[src/rtl/usb_in_ep_arbiter_pkg.sv]
// Shared definitions for the USB IN endpoint arbiter: FSM state encoding,
// endpoint index constants and a small index helper.
package usb_in_ep_arbiter_pkg;

  typedef enum logic [1:0] {
    ST_IDLE     = 2'd0,
    ST_GRANTED  = 2'd1,
    ST_WAIT_ACK = 2'd2
  } arb_state_t;

  // Endpoint client indices; EP0 (control) is the first one served after reset
  localparam int EP_CTRL    = 0;
  localparam int EP_BULK_TX = 1;
  localparam int EP_NOTIFY  = 2;

  localparam int LANE_W = 8;

  // Next index after idx, wrapping from n-1 back to 0
  function automatic int next_index(input int idx, input int n);
    return (idx + 1 >= n) ? 0 : idx + 1;
  endfunction

endpackage

[src/rtl/usb_in_ep_arbiter_rr_arbiter.sv]
// Round-robin picker: finds the first requester at or after ptr, wrapping
// around. Rotates the request vector so ptr lands at bit 0, priority-encodes
// the lowest set bit, then rotates the offset back into an absolute index.
module usb_in_ep_arbiter_rr_arbiter
  import usb_in_ep_arbiter_pkg::*;
#(
  parameter int NUM_EP = 3,
  parameter int IDX_W  = 2
) (
  input  logic [NUM_EP-1:0] req,
  input  logic [IDX_W-1:0]  ptr,
  output logic [IDX_W-1:0]  pick,
  output logic              valid
);

  localparam int DBL_W = $clog2(2 * NUM_EP);

  logic [2*NUM_EP-1:0] req_dbl;
  logic [NUM_EP-1:0]   req_rot;
  logic [DBL_W-1:0]    ptr_ext;
  logic [IDX_W-1:0]    offset;
  logic [IDX_W:0]      sum;

  assign req_dbl = {req, req};
  assign ptr_ext = DBL_W'(ptr);
  assign req_rot = req_dbl[ptr_ext +: NUM_EP];

  // Lowest set bit of the rotated vector is the nearest requester to ptr
  always_comb begin
    offset = '0;
    valid  = 1'b0;
    for (int k = NUM_EP - 1; k >= 0; k--) begin
      if (req_rot[k]) begin
        offset = IDX_W'(k);
        valid  = 1'b1;
      end
    end
  end

  // Rotate the offset back to an absolute endpoint index, modulo NUM_EP
  always_comb begin
    sum = {1'b0, ptr} + {1'b0, offset};
    if (sum >= (IDX_W + 1)'(NUM_EP)) begin
      sum = sum - (IDX_W + 1)'(NUM_EP);
    end
    pick = sum[IDX_W-1:0];
  end

endmodule

[src/rtl/usb_in_ep_arbiter.sv]
// Shares the single USB IN packet buffer between NUM_EP endpoint clients.
// Ownership is granted round-robin and held for a whole packet: fill,
// done/stall, then the host ACK (or a timeout / client abort flushes it).
module usb_in_ep_arbiter
  import usb_in_ep_arbiter_pkg::*;
#(
  parameter int          NUM_EP      = 3,
  parameter logic [15:0] ACK_TIMEOUT = 16'd0
) (
  input  logic                  clk,
  input  logic                  reset,
  input  logic [NUM_EP-1:0]     ep_req,
  output logic [NUM_EP-1:0]     ep_grant,
  input  logic [NUM_EP-1:0]     ep_data_put,
  input  logic [8*NUM_EP-1:0]   ep_data,
  input  logic [NUM_EP-1:0]     ep_data_done,
  input  logic [NUM_EP-1:0]     ep_stall,
  output logic [NUM_EP-1:0]     ep_data_free,
  output logic [NUM_EP-1:0]     ep_acked,
  input  logic                  buf_data_free,
  output logic                  buf_data_put,
  output logic [7:0]            buf_data,
  output logic                  buf_data_done,
  output logic                  buf_stall,
  input  logic                  buf_acked,
  output logic                  buf_flush,
  output logic [1:0]            buf_owner
);

  localparam int IDX_W = (NUM_EP > 1) ? $clog2(NUM_EP) : 1;

  arb_state_t          state;
  logic [NUM_EP-1:0]   grant;
  logic [IDX_W-1:0]    owner;
  logic [IDX_W-1:0]    rr_ptr;
  logic [15:0]         ack_cnt;

  logic [IDX_W-1:0]    pick;
  logic                pick_valid;
  logic [NUM_EP-1:0]   pick_onehot;
  logic [IDX_W-1:0]    rr_next;
  logic [LANE_W-1:0]   lane [NUM_EP];

  logic                in_granted;
  logic                in_wait;
  logic                owner_end;
  logic                owner_abort;
  logic                ack_hit;
  logic                timeout_hit;

  usb_in_ep_arbiter_rr_arbiter #(
    .NUM_EP (NUM_EP),
    .IDX_W  (IDX_W)
  ) u_rr (
    .req   (ep_req),
    .ptr   (rr_ptr),
    .pick  (pick),
    .valid (pick_valid)
  );

  for (genvar i = 0; i < NUM_EP; i++) begin : g_lane
    assign lane[i] = ep_data[LANE_W*i +: LANE_W];
  end

  assign pick_onehot = {{(NUM_EP-1){1'b0}}, 1'b1} << pick;
  assign rr_next     = IDX_W'(next_index(int'(owner), NUM_EP));

  assign in_granted  = (state == ST_GRANTED);
  assign in_wait     = (state == ST_WAIT_ACK);
  assign owner_end   = in_granted & (ep_data_done[owner] | ep_stall[owner]);
  assign owner_abort = in_granted & ~ep_req[owner] & ~owner_end;
  assign ack_hit     = in_wait & buf_acked;
  // An ACK arriving on the last timeout cycle still wins over the flush
  assign timeout_hit = in_wait & ~buf_acked & (ACK_TIMEOUT != 16'd0) &
                       (ack_cnt == ACK_TIMEOUT - 16'd1);

  // Only the owner's lane reaches the buffer, and only while filling
  assign buf_data_put  = in_granted & ep_data_put[owner];
  assign buf_data      = in_granted ? lane[owner] : 8'h00;
  assign buf_data_done = in_granted & ep_data_done[owner];
  assign buf_stall     = in_granted & ep_stall[owner];
  assign buf_flush     = owner_abort | timeout_hit;

  assign ep_grant     = grant;
  assign ep_acked     = ack_hit ? grant : '0;
  assign ep_data_free = grant & {NUM_EP{buf_data_free & in_granted}};
  assign buf_owner    = 2'(owner);

  // Packet ownership FSM: grant/owner/pointer registers and ACK timeout counter
  always_ff @(posedge clk or posedge reset) begin
    if (reset) begin
      state   <= ST_IDLE;
      grant   <= '0;
      owner   <= '0;
      rr_ptr  <= IDX_W'(EP_CTRL);
      ack_cnt <= '0;
    end else begin
      case (state)
        ST_IDLE: begin
          if (pick_valid) begin
            grant <= pick_onehot;
            owner <= pick;
            state <= ST_GRANTED;
          end
        end
        ST_GRANTED: begin
          if (owner_end) begin
            ack_cnt <= '0;
            state   <= ST_WAIT_ACK;
          end else if (owner_abort) begin
            grant  <= '0;
            owner  <= '0;
            rr_ptr <= rr_next;
            state  <= ST_IDLE;
          end
        end
        ST_WAIT_ACK: begin
          if (ack_hit || timeout_hit) begin
            grant  <= '0;
            owner  <= '0;
            rr_ptr <= rr_next;
            state  <= ST_IDLE;
          end else if (ack_cnt != 16'hFFFF) begin
            ack_cnt <= ack_cnt + 16'd1;
          end
        end
        default: begin
          state <= ST_IDLE;
        end
      endcase
    end
  end

endmodule
[config.mk]
export PLATFORM = sky130hd
export DESIGN_NAME = usb_in_ep_arbiter
export DESIGN_NICKNAME = d
export VERILOG_FILES = /design/src/rtl/usb_in_ep_arbiter_pkg.sv /design/src/rtl/usb_in_ep_arbiter_rr_arbiter.sv /design/src/rtl/usb_in_ep_arbiter.sv
export SDC_FILE = /design/constraint.sdc
export NUM_CORES = 1
export LEC_CHECK = 0
export ABC_AREA = 1
export CAP_MARGIN = 20
export CORE_MARGIN = 3
export CORE_UTILIZATION = 40
export CTS_BUF_LIST = sky130_fd_sc_hd__clkbuf_4
export CTS_CLUSTER_DIAMETER = 120
export DETAILED_ROUTE_END_ITERATION = 10
export PLACE_DENSITY = 0.82
export SETUP_SLACK_MARGIN = 0.2
export SLEW_MARGIN = 0
export SYNTH_ARGS = -nofsm -noshare
export SYNTH_HDL_FRONTEND = slang
export SYNTH_SLANG_ARGS = --single-unit
[constraint.sdc]
create_clock -name clk -period 3.1 [get_ports clk]
set_input_delay 0.62 -clock clk [delete_from_list [all_inputs] [get_ports clk]]
set_output_delay 0.62 -clock clk [all_outputs]
set_load 0.01 [all_outputs]
==> results.py, run 1 <==
metrics = {
    "run_status": {
        "status": "finished, final reports clean",
    },
    "sta": {
        "tns_ns": 0,
        "slew_headroom_pct": 74.3,
        "fin_ws_ns": 0.392,
        "rsz0062_at_grt": "false",
        "setup_viol": 0,
        "finClkSkew_ns": 0.00384,
        "min_period_ns": 2.71,
        "worstMarginPinSlew_ns": 0.385,
        "hold_violations": 0,
        "report.final.slew_viol_count": 0,
        "finalCritPeriodShare_pct": 87.4,
        "max_freq_mhz": 369,
        "holdWs_ns": 0.505,
    },
    "detailed_routing": {
        "wirelength_um": 3300,
        "drt_iter0_drc": 44,
        "post-route-drc-count": 0,
        "num_vias": 1424,
        "ant_nets": 0,
        "firstDrtPassIters": 4,
        "wl_per_cell_um": 11.1,
        "viasPerCell": 4.79,
    },
    "placed_design": {
        "portBuffers": 62,
        "post-place-ws_ns": -0.101,
        "place_area_um2": 1840,
        "gp_congestion": 0.780,
        "dp_hpwl_um": 2620,
    },
    "critical_path": {
        "cp_slowest_cell": "clkdlybuf4s50_1",
        "r2r-start": "rr_ptr[0]$_DFFE_PP0P_",
        "cp_max_fo": 2,
        "reg2reg_slack_ns": 0.46,
        "worstPathCellList": "clkdlybuf4s50_1 > nand3_1 > nand2_1 > nor2_4 > nand2_2 > nor3_1 > clkdlybuf4s50_1",
        "worstRegToRegCells": 18,
        "max_stage_delay_ns": 0.57,
        "r2r-end": "ep_grant[2]$_DFFE_PP0P_",
        "startpoint_type": "input port",
        "criticalPathCategory": "in -> out",
        "end_kind": "output port",
        "cp_common_cell": "clkdlybuf4s50_1",
        "cp_data_arrival_time_ns": 2.09,
        "crit_required_ns": 2.48,
    },
    "clock_network": {
        "cts_tree": "built",
        "numCtsBuffers": 3,
        "root_buffer": "clkbuf_4",
        "cts_sinks": 9,
        "clockBufferDepth": 2,
        "path_clk_slew_ns": 0.06,
        "insertion_delay_ns": 0.28,
        "htreeDepth": 1,
    },
    "global_routing": {
        "grt_pass1_wl_um": 5180,
        "antenna_found_initial": 0,
        "grt_start_max_net_pins": 15,
        "gr-usage-all-layers_pct": 18.4,
        "grt_overflow": 0,
        "grt_pass1_vias": 1226,
    },
    "pwr": {
        "sw_frac_of_total_pct": 52.3,
        "total_power_uw": 1600,
        "p_seq_share_pct": 14.4,
        "pwr-share-comb_pct": 79.0,
        "vdd_ir_drop_max_uv": 866,
        "switchingPower_uw": 839,
        "internal_power_uw": 764,
        "powerDensity_nw_per_um2": 852,
        "p_clk_share_pct": 6.6,
        "leakage_uw": 0.000971,
    },
    "die": {
        "die_h_um": 60.3,
        "row_count": 19,
        "initial_utilization_pct": 42.4,
        "die_w_um": 60.3,
        "pin_count": 63,
        "core_um2": 2780,
        "dieArea_um2": 3630,
    },
    "synthesis": {
        "synth_xor_area_share_pct": 0,
        "yosys.area.top_type_share_pct": 26.1,
        "synth_cell_types": 21,
        "synth_top_family_by_area": "simple AND/OR/NAND/NOR gates",
        "ys_seq_area_share_pct": 19.1,
        "synth_top_area_cell": "nand2_1",
        "synthCells": 201,
        "syn_area_per_cell_um2": 5.86,
        "ys_warn_count": 0,
        "synth-compound-area-share_pct": 2.02,
        "synth_seq_cells": 9,
        "muxShareOfSynthArea_pct": 0,
        "synthSimpleGateAreaFrac_pct": 58.1,
        "synth_area_um2": 1180,
        "synth.area.top_cells": "nand2_1 26%, dfrtp_1 19%, nand3_1 9.3%, inv_1 9.2%, ha_1 6.4%",
        "synthesis.nets": 248,
        "yosys.area_share.adder_pct": 8.07,
    },
    "hold_path": {
        "hold_depth": 2,
        "holdCritPathClass": "reg -> reg",
        "hold_start": "ep_grant[2]$_DFFE_PP0P_",
        "hold_path_end": "ep_grant[2]$_DFFE_PP0P_",
    },
    "finish": {
        "nets": 314,
        "final_common_cell": "nand2_1",
        "diodes": 0,
        "fin_area_um2": 1880,
        "layout_common_cells": "82 x nand2_1, 59 x clkdlybuf4s50_1, 29 x inv_1",
        "area_growth_pct": 59.6,
        "drive_gt1_share_pct": 12.0,
    },
    "flow_run": {
        "maxCapViolCount": 0,
    },
}
-- worst max path at each step --
| stage | startpoint | to | slack (ns) |
|---|---|---|---|
| 2_1_floorplan | ep_req[2] | ep_grant[2]$_DFFE_PP0P_ | 0.62 |
| 3_5_place_dp | ep_req[2] | ep_grant[2]$_DFFE_PP0P_ | -0.10 |
| 4_1_cts | buf_owner[0]$_DFFE_PP0P_ | buf_stall | 0.21 |
| 3_3_place_gp | ep_req[2] | ep_grant[2]$_DFFE_PP0P_ | -0.04 |
| 5_1_grt | ep_req[2] | ep_grant[2]$_DFFE_PP0P_ | 0.21 |
| 6_report | ep_stall[2] | buf_flush | 0.39 |
-- power by group through the flow --
| stage | registers (µW) | clock network [µW] | logic [µW] |
|---|---|---|---|
| 3_3_place_gp | 229 | 0 | 1230 |
| 2_1_floorplan | 212 | 0 | 892 |
| 3_5_place_dp | 228 | 0 | 1260 |
| 5_1_grt | 239 | 112 | 1440 |
| 6_report | 231 | 106 | 1270 |
| 4_1_cts | 227 | 105 | 1270 |
-- Yosys cell counts, drive strengths merged --
master	n
buf	1
clkbuf	3
nor2	19
nand4	9
inv	33
nand3	27
nand3b	1
nor3	2
fa	1
dfrtp	9
o21bai	1
nand2	87
ha	6
clkinv	1
a21oi	1
-- metal layers --
| layer | vias up | track usage, % | routed length [µm] |
|---|---|---|---|
| li1 | 753 | - | - |
| met1 | 625 | 22.8 | 1380 |
| met2 | 41 | 31.6 | 1640 |
| met3 | 5 | 3.46 | 246 |
| met4 | 0 | 5.70 | 38 |
| met5 | - | 0 | 0 |
-- cells by family (layout without fill, tap and decap cells) --
| family | after synthesis | count (layout) |
|---|---|---|
| buffers and inverters | 38 | 103 |
| flip-flops | 9 | 9 |
| adder cells (fa/ha/maj) | 7 | 7 |
| AND/OR/NAND/NOR | 145 | 145 |
| AO/OA/AOI/OAI | 2 | 2 |
-- through the flow --
step,util (%),std cells
3_5_place_dp,66.1,293
6_report,67.6,297
5_1_grt,67.6,297
3_3_place_gp,66.1,293
2_1_floorplan,-,201
4_1_cts,67.3,297
-- state kept, by name, summed over array words and instances (netlist names) --
register / flops
rr_ptr: 2
buf_owner: 2
state: 2
ep_grant: 3
-- final cells by class --
type | count | area, µm²
fillers | 244 | 901
repair buffers | 65 | 639
multi-input cells | 154 | 817
inverters | 34 | 128
clock buffers | 4 | 30.0
well taps | 31 | 38.8
flip-flops and latches | 9 | 228
-- worst max-delay path: cells and delay by family --
kind                   cells  cell delay [ns]
buffers and inverters      2             0.97
and+or+nand+nor            5             0.50
-- what timing repair did --
| action | 4_1_cts | 5_1_grt |
|---|---|---|
| setup endpoints to repair | 1 | 12 |
| pin swaps | 0 | 0 |
| resized for setup | 5 | 4 |
| hold buffers | 0 | 0 |
| buffers inserted | 0 | 0 |
Note: power is estimated with default switching activity, not from simulation.
==> run 2, diff against run 1 <==
--- a/config.mk
+++ b/config.mk
@@ -13,7 +13,6 @@
 export CTS_CLUSTER_DIAMETER = 120
 export DETAILED_ROUTE_END_ITERATION = 10
 export PLACE_DENSITY = 0.82
-export SETUP_SLACK_MARGIN = 0.2
 export SLEW_MARGIN = 0
 export SYNTH_ARGS = -nofsm -noshare
 export SYNTH_HDL_FRONTEND = slang
==> results.py, run 2 (synthesis gave the netlist of run 1 again) <==
metrics = {
    "run_status": {
        "status": "finished, final reports clean",
    },
    "placed_design": {
        "portBuffers": 62,
        "place_area_um2": 1840,
        "gp_congestion": 0.780,
        "dp_hpwl_um": 2620,
        "dp.cells": 293,
    },
    "clock_network": {
        "cts_tree": "built",
        "ctsResizeCount": 0,
        "holdBufCountCts": 0,
        "cts_sinks": 9,
        "path_clk_slew_ns": 0.06,
        "clockBufferDepth": 2,
        "htreeDepth": 1,
        "insertion_delay_ns": 0.27,
        "numCtsBuffers": 3,
        "root_buffer": "clkbuf_4",
        "cts_setup_buffers": 0,
    },
    "global_routing": {
        "grt_overflow": 0,
        "grt_pass1_wl_um": 5130,
        "antenna_found_initial": 0,
        "grt_pass1_vias": 1209,
        "grt_start_max_net_pins": 15,
        "gr-usage-all-layers_pct": 18.2,
    },
    "detailed_routing": {
        "firstDrtPassIters": 4,
        "num_vias": 1432,
        "wl_per_cell_um": 11.1,
        "ant_nets": 0,
        "viasPerCell": 4.82,
        "wirelength_um": 3280,
        "post-route-drc-count": 0,
        "drt_iter0_drc": 49,
    },
    "die": {
        "dieArea_um2": 3630,
        "core_um2": 2780,
        "row_count": 19,
        "initial_utilization_pct": 42.4,
        "pin_count": 63,
        "die_w_um": 60.3,
        "die_h_um": 60.3,
    },
    "sta": {
        "hold_violations": 0,
        "finalCritPeriodShare_pct": 95.1,
        "worstMarginPinSlew_ns": 0.586,
        "tns_ns": 0,
        "rsz0062_at_grt": "false",
        "finClkSkew_ns": 0.00441,
        "min_period_ns": 2.95,
        "setup_viol": 0,
        "slew_headroom_pct": 60.9,
        "report.final.slew_viol_count": 0,
        "max_freq_mhz": 339,
    },
    "critical_path": {
        "cp_max_fo": 3,
        "cp-startpoint": "ep_req[0]",
        "crit_path_end": "ep_grant[2]$_DFFE_PP0P_",
        "r2r-end": "ep_grant[2]$_DFFE_PP0P_",
        "r2r-start": "rr_ptr[0]$_DFFE_PP0P_",
        "cp_data_arrival_time_ns": 3.16,
        "end_kind": "flip-flop",
        "crit_required_ns": 3.31,
        "startpoint_type": "input port",
        "criticalPathCategory": "in -> reg",
        "reg2reg_slack_ns": 0.47,
        "worstRegToRegCells": 19,
    },
    "hold_path": {
        "holdCritPathClass": "reg -> reg",
    },
    "finish": {
        "diodes": 0,
        "drive_gt1_share_pct": 10.2,
        "fin_cells": 297,
        "layout_common_cells": "82 x nand2_1, 60 x clkdlybuf4s50_1, 29 x inv_1",
        "nets": 314,
        "fillers": 242,
        "seq_area_um2": 225,
        "area_growth_pct": 58.9,
        "largest_reg_flops": 3,
        "fin_area_um2": 1870,
        "multi_input_area_um2": 803,
        "final_common_cell": "nand2_1",
    },
    "pwr": {
        "leakage_uw": 0.000990,
        "powerDensity_nw_per_um2": 846,
        "total_power_uw": 1580,
        "vdd_ir_drop_max_uv": 817,
    },
    "flow_run": {
        "maxCapViolCount": 0,
    },
}
run 2: metrics by stage:
step	hold WS [ns]	setup WS [ns]	util (%)
after detailed placement	0.488	-0.101	66.1
after CTS	0.505	0.149	67.2
after global routing	0.544	0.0134	67.3
after floorplan	0.448	0.622	-
final	0.504	0.151	67.3
after global placement	0.494	-0.0379	66.1
run 2: how the worst min path moves through the flow:
stage | startpoint | end | slack, ns | depth (start not counted)
finish | ep_grant[2]$_DFFE_PP0P_ | ep_grant[2]$_DFFE_PP0P_ | 0.50 | 2
global route | ep_grant[2]$_DFFE_PP0P_ | ep_grant[2]$_DFFE_PP0P_ | 0.54 | 2
CTS | ep_grant[2]$_DFFE_PP0P_ | ep_grant[2]$_DFFE_PP0P_ | 0.51 | 2
detailed placement | ep_grant[2]$_DFFE_PP0P_ | ep_grant[2]$_DFFE_PP0P_ | 0.49 | 2
global placement | ep_grant[2]$_DFFE_PP0P_ | ep_grant[2]$_DFFE_PP0P_ | 0.49 | 2
floorplan | reset | buf_owner[0]$_DFFE_PP0P_ | 0.45 | 1
run 2: layout make-up:
type,instances,area share [%]
Multi-Input combinational cell,154,42.9
Clock buffer,4,1.60
Inverter,34,6.81
Sequential cell,9,12.0
Tap cell,31,2.07
Timing Repair Buffer,65,34.6
run 2: worst max-delay path: stages:
cell and delay (ns):
clkdlybuf4s50_1 0.51, nand2_1 0.09, nand3_1 0.07, nand2_1 0.07, a21oi_1 0.12, ha_1 0.16, inv_1 0.04, fa_1 0.51
inv_1 0.05, ha_1 0.17, inv_1 0.07, nand3b_1 0.10, nand2_1 0.07, nand2_1 0.08, inv_1 0.09, nand2_1 0.06
nor2_1 0.09, nand4_1 0.11, nand2_1 0.08
run 2: layer usage:
metal / wire [µm] / vias up / global-route usage [%]
met3: 245 / 5 / 3.46
li1: - / 756 / -
met1: 1380 / 631 / 23.0
met2: 1620 / 40 / 30.9
met5: 0 / - / 0
met4: 41 / 0 / 5.70
run 2: power by group:
part | internal, µW | switching [µW]
logic | 531 | 724
registers | 165 | 62.4
clock network | 58.5 | 44.0
==> run 3, diff against run 2 <==
==> constraint.sdc (replaced) <==
create_clock -name clk -period 3.1 [get_ports clk]
set_input_delay 0.93 -clock clk [delete_from_list [all_inputs] [get_ports clk]]
set_output_delay 0.93 -clock clk [all_outputs]
set_load 0.01 [all_outputs]
==> results.py, run 3 (synthesis gave the netlist of run 1 again) <==
metrics = {
    "run_status": {
        "status": "finished, final reports clean",
    },
    "die": {
        "initial_utilization_pct": 42.4,
        "row_count": 19,
        "die_w_um": 60.3,
        "die_h_um": 60.3,
        "core_um2": 2780,
        "pin_count": 63,
        "dieArea_um2": 3630,
    },
    "global_routing": {
        "grt_start_max_net_pins": 12,
        "grt_util_met3_pct": 4.75,
        "grtUsageMet2_pct": 32.9,
        "grt_pass1_vias": 1274,
        "gr-usage-met1_pct": 22.9,
        "grt_overflow": 0,
        "grt-busiest-layer": "met2",
        "antenna_found_initial": 0,
        "gr-usage-all-layers_pct": 19.2,
        "grt_pass1_wl_um": 5350,
    },
    "critical_path": {
        "crit_required_ns": 2.17,
        "criticalPathCategory": "in -> out",
        "startpoint_type": "input port",
        "cp_data_arrival_time_ns": 2.12,
        "end_kind": "output port",
        "cp_max_fo": 3,
    },
    "sta": {
        "max_freq_mhz": 328,
        "worstMarginPinSlew_ns": 0.400,
        "setup_viol": 0,
        "finalCritPeriodShare_pct": 98.4,
        "min_period_ns": 3.05,
        "hold_violations": 0,
        "slew_headroom_pct": 73.3,
        "finClkSkew_ns": 0.00850,
        "rsz0062_at_grt": "false",
        "report.final.slew_viol_count": 0,
        "holdWs_ns": 0.508,
        "fin_ws_ns": 0.0497,
    },
    "pwr": {
        "powerDensity_nw_per_um2": 850,
        "vdd_ir_drop_max_uv": 835,
        "leakage_uw": 0.00124,
    },
    "detailed_routing": {
        "drt_iter0_drc": 63,
        "ant_nets": 0,
        "post-route-drc-count": 0,
        "num_vias": 1453,
        "wl_per_cell_um": 11.3,
        "firstDrtPassIters": 4,
        "wirelength_um": 3430,
        "viasPerCell": 4.80,
    },
    "finish": {
        "multi_input_area_um2": 832,
        "final_common_cell": "nand2_1",
        "final_util_pct": 70.4,
        "fillers": 249,
        "largest_reg_flops": 3,
        "diodes": 0,
        "drive_gt1_share_pct": 17.3,
        "area_growth_pct": 66.1,
        "nets": 320,
        "layout_common_cells": "78 x nand2_1, 42 x clkdlybuf4s50_1, 27 x inv_1",
        "seq_area_um2": 225,
    },
    "flow_run": {
        "maxCapViolCount": 0,
    },
    "clock_network": {
        "cts_sinks": 9,
        "path_clk_slew_ns": 0.05,
        "htreeDepth": 1,
        "cts_tree": "built",
        "insertion_delay_ns": 0.27,
        "cts_setup_buffers": 0,
        "root_buffer": "clkbuf_4",
        "holdBufCountCts": 0,
        "clockBufferDepth": 2,
        "numCtsBuffers": 3,
    },
    "placed_design": {
        "portBuffers": 62,
        "dp_hpwl_um": 2740,
        "post-place-ws_ns": -0.411,
        "gp_congestion": 0.803,
    },
    "hold_path": {
        "holdCritPathClass": "reg -> reg",
    },
}
run 3: changes by cell type in the layout (fill, tap and decap cells not counted), sizes merged:
cell	delta
inv	-1
dlygate4sd2	+2
clkbuf	+4
buf	+6
clkdlybuf4s50	-18
dlymetal6s2s	+12
clkinvlp	+1
run 3: layout make-up:
class | instances | share of cell area, %
Clock buffer | 4 | 1.53
Inverter | 34 | 6.71
Multi-Input combinational cell | 154 | 42.5
Timing Repair Buffer | 71 | 35.8
Tap cell | 31 | 1.98
Sequential cell | 9 | 11.5
run 3: where the power goes:
group	internal (µW)	leakage, µW	switching [µW]
Clock	58.4	0.0000184	41.4
Combinational	570	0.00111	766
Sequential	165	0.000117	64.4
Total	793	0.00124	871
run 3: critical path, stage by stage:
cell and delay [ns]:
clkdlybuf4s50_1 0.47, nand2_1 0.09, nor2_1 0.09, clkdlybuf4s50_1 0.53
run 3: metrics by stage:
step / std cells / setup TNS (ns) / cell area (µm²) / total power, µW
after CTS: 303 / 0 / 1910 / 1640
after global routing: 303 / 0 / 1960 / 1870
final: 303 / 0 / 1960 / 1660
after floorplan: 201 / 0 / 1180 / 1100
after global placement: 299 / -1.80 / 1880 / 1520
after detailed placement: 299 / -2.13 / 1880 / 1540
run 3: metal layers:
layer | wire (µm) | vias to the layer above
met3 | 222 | 3
met1 | 1470 | 645
li1 | - | 766
met4 | 30 | 0
met5 | 0 | -
met2 | 1710 | 39
run 3: final timing paths:
path	slack, ns	depth (start not counted)	to	from
setup / recovery	0.05	4	ep_acked[0]	buf_acked
hold / removal	0.51	2	ep_grant[0]$_DFFE_PP0P_	ep_grant[0]$_DFFE_PP0P_
setup reg to reg	0.43	19	ep_grant[2]$_DFFE_PP0P_	rr_ptr[0]$_DFFE_PP0P_
hold reg to reg	0.51	2	ep_grant[0]$_DFFE_PP0P_	ep_grant[0]$_DFFE_PP0P_
max in group asynchronous	1.92	2	ep_grant[1]$_DFFE_PP0P_	reset
min in group asynchronous	0.92	2	rr_ptr[0]$_DFFE_PP0P_	reset
run 3: repair_timing:
item,in CTS,in global routing
gates resized for setup,7,32
cloned,0,0
endpoints found under the setup margin,7,18
pin swaps,1,2
